**src/rtl/logic_unit_pkg.sv**
```systemverilog
// Shared types for the registered bitwise logic unit.
package logic_unit_pkg;

  localparam int unsigned LU_OP_W = 3;

  typedef enum logic [LU_OP_W-1:0] {
    LU_AND  = 3'b000,
    LU_OR   = 3'b001,
    LU_XOR  = 3'b010,
    LU_NAND = 3'b011,
    LU_NOR  = 3'b100,
    LU_XNOR = 3'b101,
    LU_NOTA = 3'b110,
    LU_ACCX = 3'b111
  } lu_op_t;

endpackage

```
**src/rtl/logic_unit_core.sv**
```systemverilog
// Combinational op decode: a, b, acc_base, op -> result. No state.
module logic_unit_core
  import logic_unit_pkg::*;
#(
  parameter int unsigned WIDTH = 16
) (
  input  logic [WIDTH-1:0]   a,
  input  logic [WIDTH-1:0]   b,
  input  logic [WIDTH-1:0]   acc_base,
  input  logic [LU_OP_W-1:0] op,
  output logic [WIDTH-1:0]   result
);

  always_comb begin
    result = '0;
    unique case (lu_op_t'(op))
      LU_AND:  result = a & b;
      LU_OR:   result = a | b;
      LU_XOR:  result = a ^ b;
      LU_NAND: result = ~(a & b);
      LU_NOR:  result = ~(a | b);
      LU_XNOR: result = ~(a ^ b);
      LU_NOTA: result = ~a;
      LU_ACCX: result = acc_base ^ a ^ b;
      default: result = '0;
    endcase
  end

endmodule

```
**src/rtl/logic_unit_pipe.sv**
```systemverilog
// Registered bitwise logic unit with XOR checksum accumulator and 1-deep valid/ready output.
// Optional zero/parity flags enabled by defining LU_FLAGS_EN.
module logic_unit_pipe
  import logic_unit_pkg::*;
#(
  parameter int unsigned     WIDTH    = 16,
  parameter logic [WIDTH-1:0] ACC_INIT = '0
) (
  input  logic               clk,
  input  logic               rst,
  input  logic               in_valid,
  output logic               in_ready,
  input  logic [WIDTH-1:0]   in_a,
  input  logic [WIDTH-1:0]   in_b,
  input  logic [LU_OP_W-1:0] in_op,
  input  logic               acc_clr,
  output logic               out_valid,
  input  logic               out_ready,
  output logic [WIDTH-1:0]   out_result,
  output logic               out_zero,
  output logic               out_parity
);

  logic             valid_q;
  logic [WIDTH-1:0] result_q;
  logic [WIDTH-1:0] acc_q;
  logic [WIDTH-1:0] acc_base;
  logic [WIDTH-1:0] core_result;
  logic             accept;
  logic             accx_accept;

  assign in_ready    = !valid_q || out_ready;
  assign accept      = in_valid && in_ready;
  assign accx_accept = accept && (lu_op_t'(in_op) == LU_ACCX);
  // A clear in the same cycle as an accepted ACCX folds into the new checksum.
  assign acc_base    = acc_clr ? ACC_INIT : acc_q;

  logic_unit_core #(
    .WIDTH (WIDTH)
  ) u_core (
    .a        (in_a),
    .b        (in_b),
    .acc_base (acc_base),
    .op       (in_op),
    .result   (core_result)
  );

  always_ff @(posedge clk) begin
    if (rst) begin
      valid_q  <= 1'b0;
      result_q <= '0;
      acc_q    <= ACC_INIT;
    end else begin
      if (accept) begin
        valid_q  <= 1'b1;
        result_q <= core_result;
      end else if (out_ready) begin
        valid_q  <= 1'b0;
      end
      if (accx_accept) begin
        acc_q <= core_result;
      end else if (acc_clr) begin
        acc_q <= ACC_INIT;
      end
    end
  end

  assign out_valid  = valid_q;
  assign out_result = result_q;

`ifdef LU_FLAGS_EN
  logic zero_q;
  logic parity_q;

  always_ff @(posedge clk) begin
    if (rst) begin
      zero_q   <= 1'b0;
      parity_q <= 1'b0;
    end else if (accept) begin
      zero_q   <= (core_result == '0);
      parity_q <= ^core_result;
    end
  end

  assign out_zero   = zero_q;
  assign out_parity = parity_q;
`else
  assign out_zero   = 1'b0;
  assign out_parity = 1'b0;
`endif

endmodule

```
**config.mk**
```make
export PLATFORM = sky130hd
export DESIGN_NAME = logic_unit_pipe
export DESIGN_NICKNAME = d
export VERILOG_FILES = /design/src/rtl/logic_unit_pkg.sv /design/src/rtl/logic_unit_core.sv /design/src/rtl/logic_unit_pipe.sv
export SDC_FILE = /design/constraint.sdc
export NUM_CORES = 1
export LEC_CHECK = 0
export ABC_AREA = 1
export ABC_CLOCK_PERIOD_IN_PS = 1420
export BUFFER_PORTS_ARGS = -buffer_cell sky130_fd_sc_hd__clkbuf_2
export CAP_MARGIN = 20
export CORE_ASPECT_RATIO = 0.7
export CORE_UTILIZATION = 58
export DETAILED_ROUTE_END_ITERATION = 6
export HOLD_SLACK_MARGIN = 0.02
export PLACE_DENSITY = 0.88
export SKIP_LAST_GASP = 1
export SYNTH_ARGS = -nofsm -noshare
export SYNTH_HDL_FRONTEND = slang
export SYNTH_SLANG_ARGS = --single-unit
```
**constraint.sdc**
```tcl
create_clock -name clk -period 1.42 [get_ports clk]
set_input_delay 0 -clock clk [delete_from_list [all_inputs] [get_ports clk]]
set_output_delay 0 -clock clk [all_outputs]
set_load 0.05 [all_outputs]
```
==> flow_summary_export.csv <==
group,metric,value,unit
worst_setup_path,critPathMaxFanout,3,
cts,cts_sinks,33,
cts,cts_made_buffers,5,
timing,max_freq,0.742,GHz
logic_synthesis,yosysTopAreaCell,"dfxtp_1",
worst_setup_path,cp_slowest_stage_delay,580,ps
cells_and_area,nets,733,
global_routing,grt_pass1_wl,15700,um
timing,finalSetupTns,0,ps
power_and_ir_drop,power,2.97,mW
timing,clock_skew,4.76,ps
power_and_ir_drop,ir_worst_vdd,0.793,mV
logic_synthesis,netlist_top_cells_count,"nand2_1 (169), inv_1 (95), nand3_1 (77), nor2_1 (60)",
logic_synthesis,synth_async_sr_flop_share,0,
global_routing,grt_antenna_before_repair,0,
cells_and_area,num-fill-cells,523,
worst_setup_path,path_buf_inv,1,
worst_setup_path,critical_path_arrival,1510,ps
power_and_ir_drop,pwr_density_cell,744,mW/mm^2
cts,insertion_delay,280,ps
logic_synthesis,yosysTopAreaCellShare,0.191,
logic_synthesis,ys_seq_elements,33,
placed_design,dp_hpwl,7080,um
routing,viasPerCell,5.47,
timing,rsz0062_at_grt,"false",
global_routing,grt_util_all_layers,0.313,
worst_setup_path,crit_path_end_kind,"flip-flop",
floorplan,dieArea,0.00627,sq mm
routing,vias,4032,
run,drv_cap,0,
worst_setup_path,path_cells,"nand2_4 > nand2_1 > a21oi_1 > dlygate4sd3_1",
run_status,status,"complete, no violations",
logic_synthesis,ys.flop_type,"dfxtp_1",
routing,postRouteAntennaNets,0,
global_routing,grt_max_degree,33,
timing,hold_violations,0,
cells_and_area,multi_input_area,0.00228,sq mm
worst_setup_path,cpLargestDelayFamily,"buffers and inverters",
cells_and_area,regArea,662,sq um
cts,cts_buffer_depth,2,
floorplan,pin_count,60,
worst_setup_path,required,1580,ps
worst_setup_path,start_kind,"flip-flop",
cts,htree_num_levels,2,
timing,period_minus_slack,1350,ps
worst_setup_path,crit_slowest_cell,"dlygate4sd3_1",
placed_design,io_buffers,57,
cells_and_area,diodes,0,
cells_and_area,syn_to_final_growth,15.7,%
cts,cts_resized,0,
logic_synthesis,synth.area.top_cells,"dfxtp_1 (19%), nand2_1 (18%), ha_1 (12%), nand3_1 (11%), inv_1 (10%)",
power_and_ir_drop,leakage,2.25,nW
cts,cts.clk_slew.worst_paths,70,ps
routing,routedWlPerCell,13.1,um
logic_synthesis,syn_inst,612,
cts,tritoncts,"built",
worst_setup_path,worstSetupPathType,"reg2reg",
floorplan,die_h,66.5,um
logic_synthesis,syn_area,0.00345,sq mm
routing,initialDrtViolationCount,267,
timing,setup_viol,0,
global_routing,grt_pass1_vias,3792,
logic_synthesis,synth-edff-count,0,
floorplan,core-area,0.00573,sq mm
floorplan,die_x,94.2,um
timing,maxSlewViolCount,0,
logic_synthesis,synth_most_common_cell,"nand2_1",
global_routing,overflow,0,
logic_synthesis,ys_seq_area_frac,0.191,
floorplan,fp-row-count,23,
logic_synthesis,syn_area_per_cell,5.64,sq um
floorplan,start_util,0.603,
logic_synthesis,yosys_warnings,0,
worst_hold_path,hp-class,"in2reg",
cells_and_area,layout-drive-gt1-share,0.139,
timing,fin_crit_sh,0.950,
routing,drcViolationCount,0,
routing,first_pass_iters,5,
placed_design,globalplace.congestion,0.948,
cts,root_buffer,"clkbuf_8",
routing,wl,9630,um
logic_synthesis,yosysUniqueCellTypes,20,
## layout make-up
| cell class | instances | area share |
|---|---|---|
| clock buffers | 7 | 0.0216 |
| clock inverters | 1 | 0.00752 |
| inverters | 98 | 0.0921 |
| multi-input cells | 448 | 0.570 |
| flip-flops and latches | 33 | 0.166 |
| well taps | 75 | 0.0235 |
| repair buffers | 75 | 0.119 |
## state kept, by name, summed over array words and instances, names as in the netlist
name        cells
out_result     16
acc_q          16
out_valid       1
## per-stage QoR
stage / util / instance area [sq um] / setup slack [ps] / std cells / hold WS [ps]
floorplan: - / 3460 / 2.41 / 613 / 61.7
global placement: 0.673 / 3860 / 178 / 727 / 168
detailed placement: 0.673 / 3860 / 124 / 727 / 169
CTS: 0.697 / 3990 / 96.5 / 737 / 286
global route: 0.697 / 3990 / 7.69 / 737 / 331
finish: 0.697 / 3990 / 71.6 / 737 / 288
## routing by layer
metal / vias up / share of wire / track usage / wire length (um)
li1: 2037 / - / - / -
met1: 1806 / 0.41 / 0.348 / 3960
met2: 168 / 0.50 / 0.592 / 4820
met3: 21 / 0.066 / 0.0582 / 640
met4: 0 / 0.021 / 0.115 / 204
met5: - / 0 / 0 / 0
## tightest hold or removal path, stage by stage
cell and delay, ps:
clkbuf_2 110, ha_1 140, inv_1 50, nand2_1 60, nand2_1 70, a21oi_1 110
## kinds of logic after synthesis
family / count (synthesis) / synth area share
buffers and inverters: 132 / 0.152
adder cells (fa/ha/maj): 32 / 0.116
AO/OA/AOI/OAI: 65 / 0.0943
other: 1 / 0.00109
flip-flops: 33 / 0.191
AND/OR/NAND/NOR: 349 / 0.445
## power by group
| group | internal (mW) | switching (mW) |
|---|---|---|
| Sequential | 0.980 | 0.0260 |
| Combinational | 0.318 | 0.706 |
| Clock | 0.573 | 0.366 |
| Total | 1.87 | 1.10 |
## what timing repair did
action	CTS	global route
setup buffers	0	0
hold buffers	2	0
endpoints found under the hold margin	1	0
## path summary, 6_finish.rpt
check / depth (start not counted) / slack [ps] / to / startpoint
max reg2reg: 4 / 70 / out_valid / out_valid
min: 6 / 290 / acc_q[9] / in_b[9]
max: 4 / 70 / out_valid / out_valid
min reg2reg: 2 / 540 / out_result[8] / out_result[8]
## layout by cell type, fill, tap and decap left out
master,Yosys,layout
dfxtp_2,0,1
inv_2,3,3
nor3_2,1,1
buf_4,4,12
nand4_1,29,29
dlygate4sd3_1,0,2
dfxtp_1,33,32
nor2_2,2,2
nand3_1,77,77
conb_1,1,2
clkbuf_1,17,1
nand2_4,0,1
nor2_1,60,60
inv_1,95,95
ha_1,32,32
bufinv_16,0,1
clkbuf_8,0,6
nor2_4,2,2
nand2_2,2,2
clkbuf_2,0,57
o21ai_0,32,32
nand2_1,169,168
buf_12,0,4
nand3b_1,7,7
a21oi_1,33,33
Power figures use the tool's default switching activity.
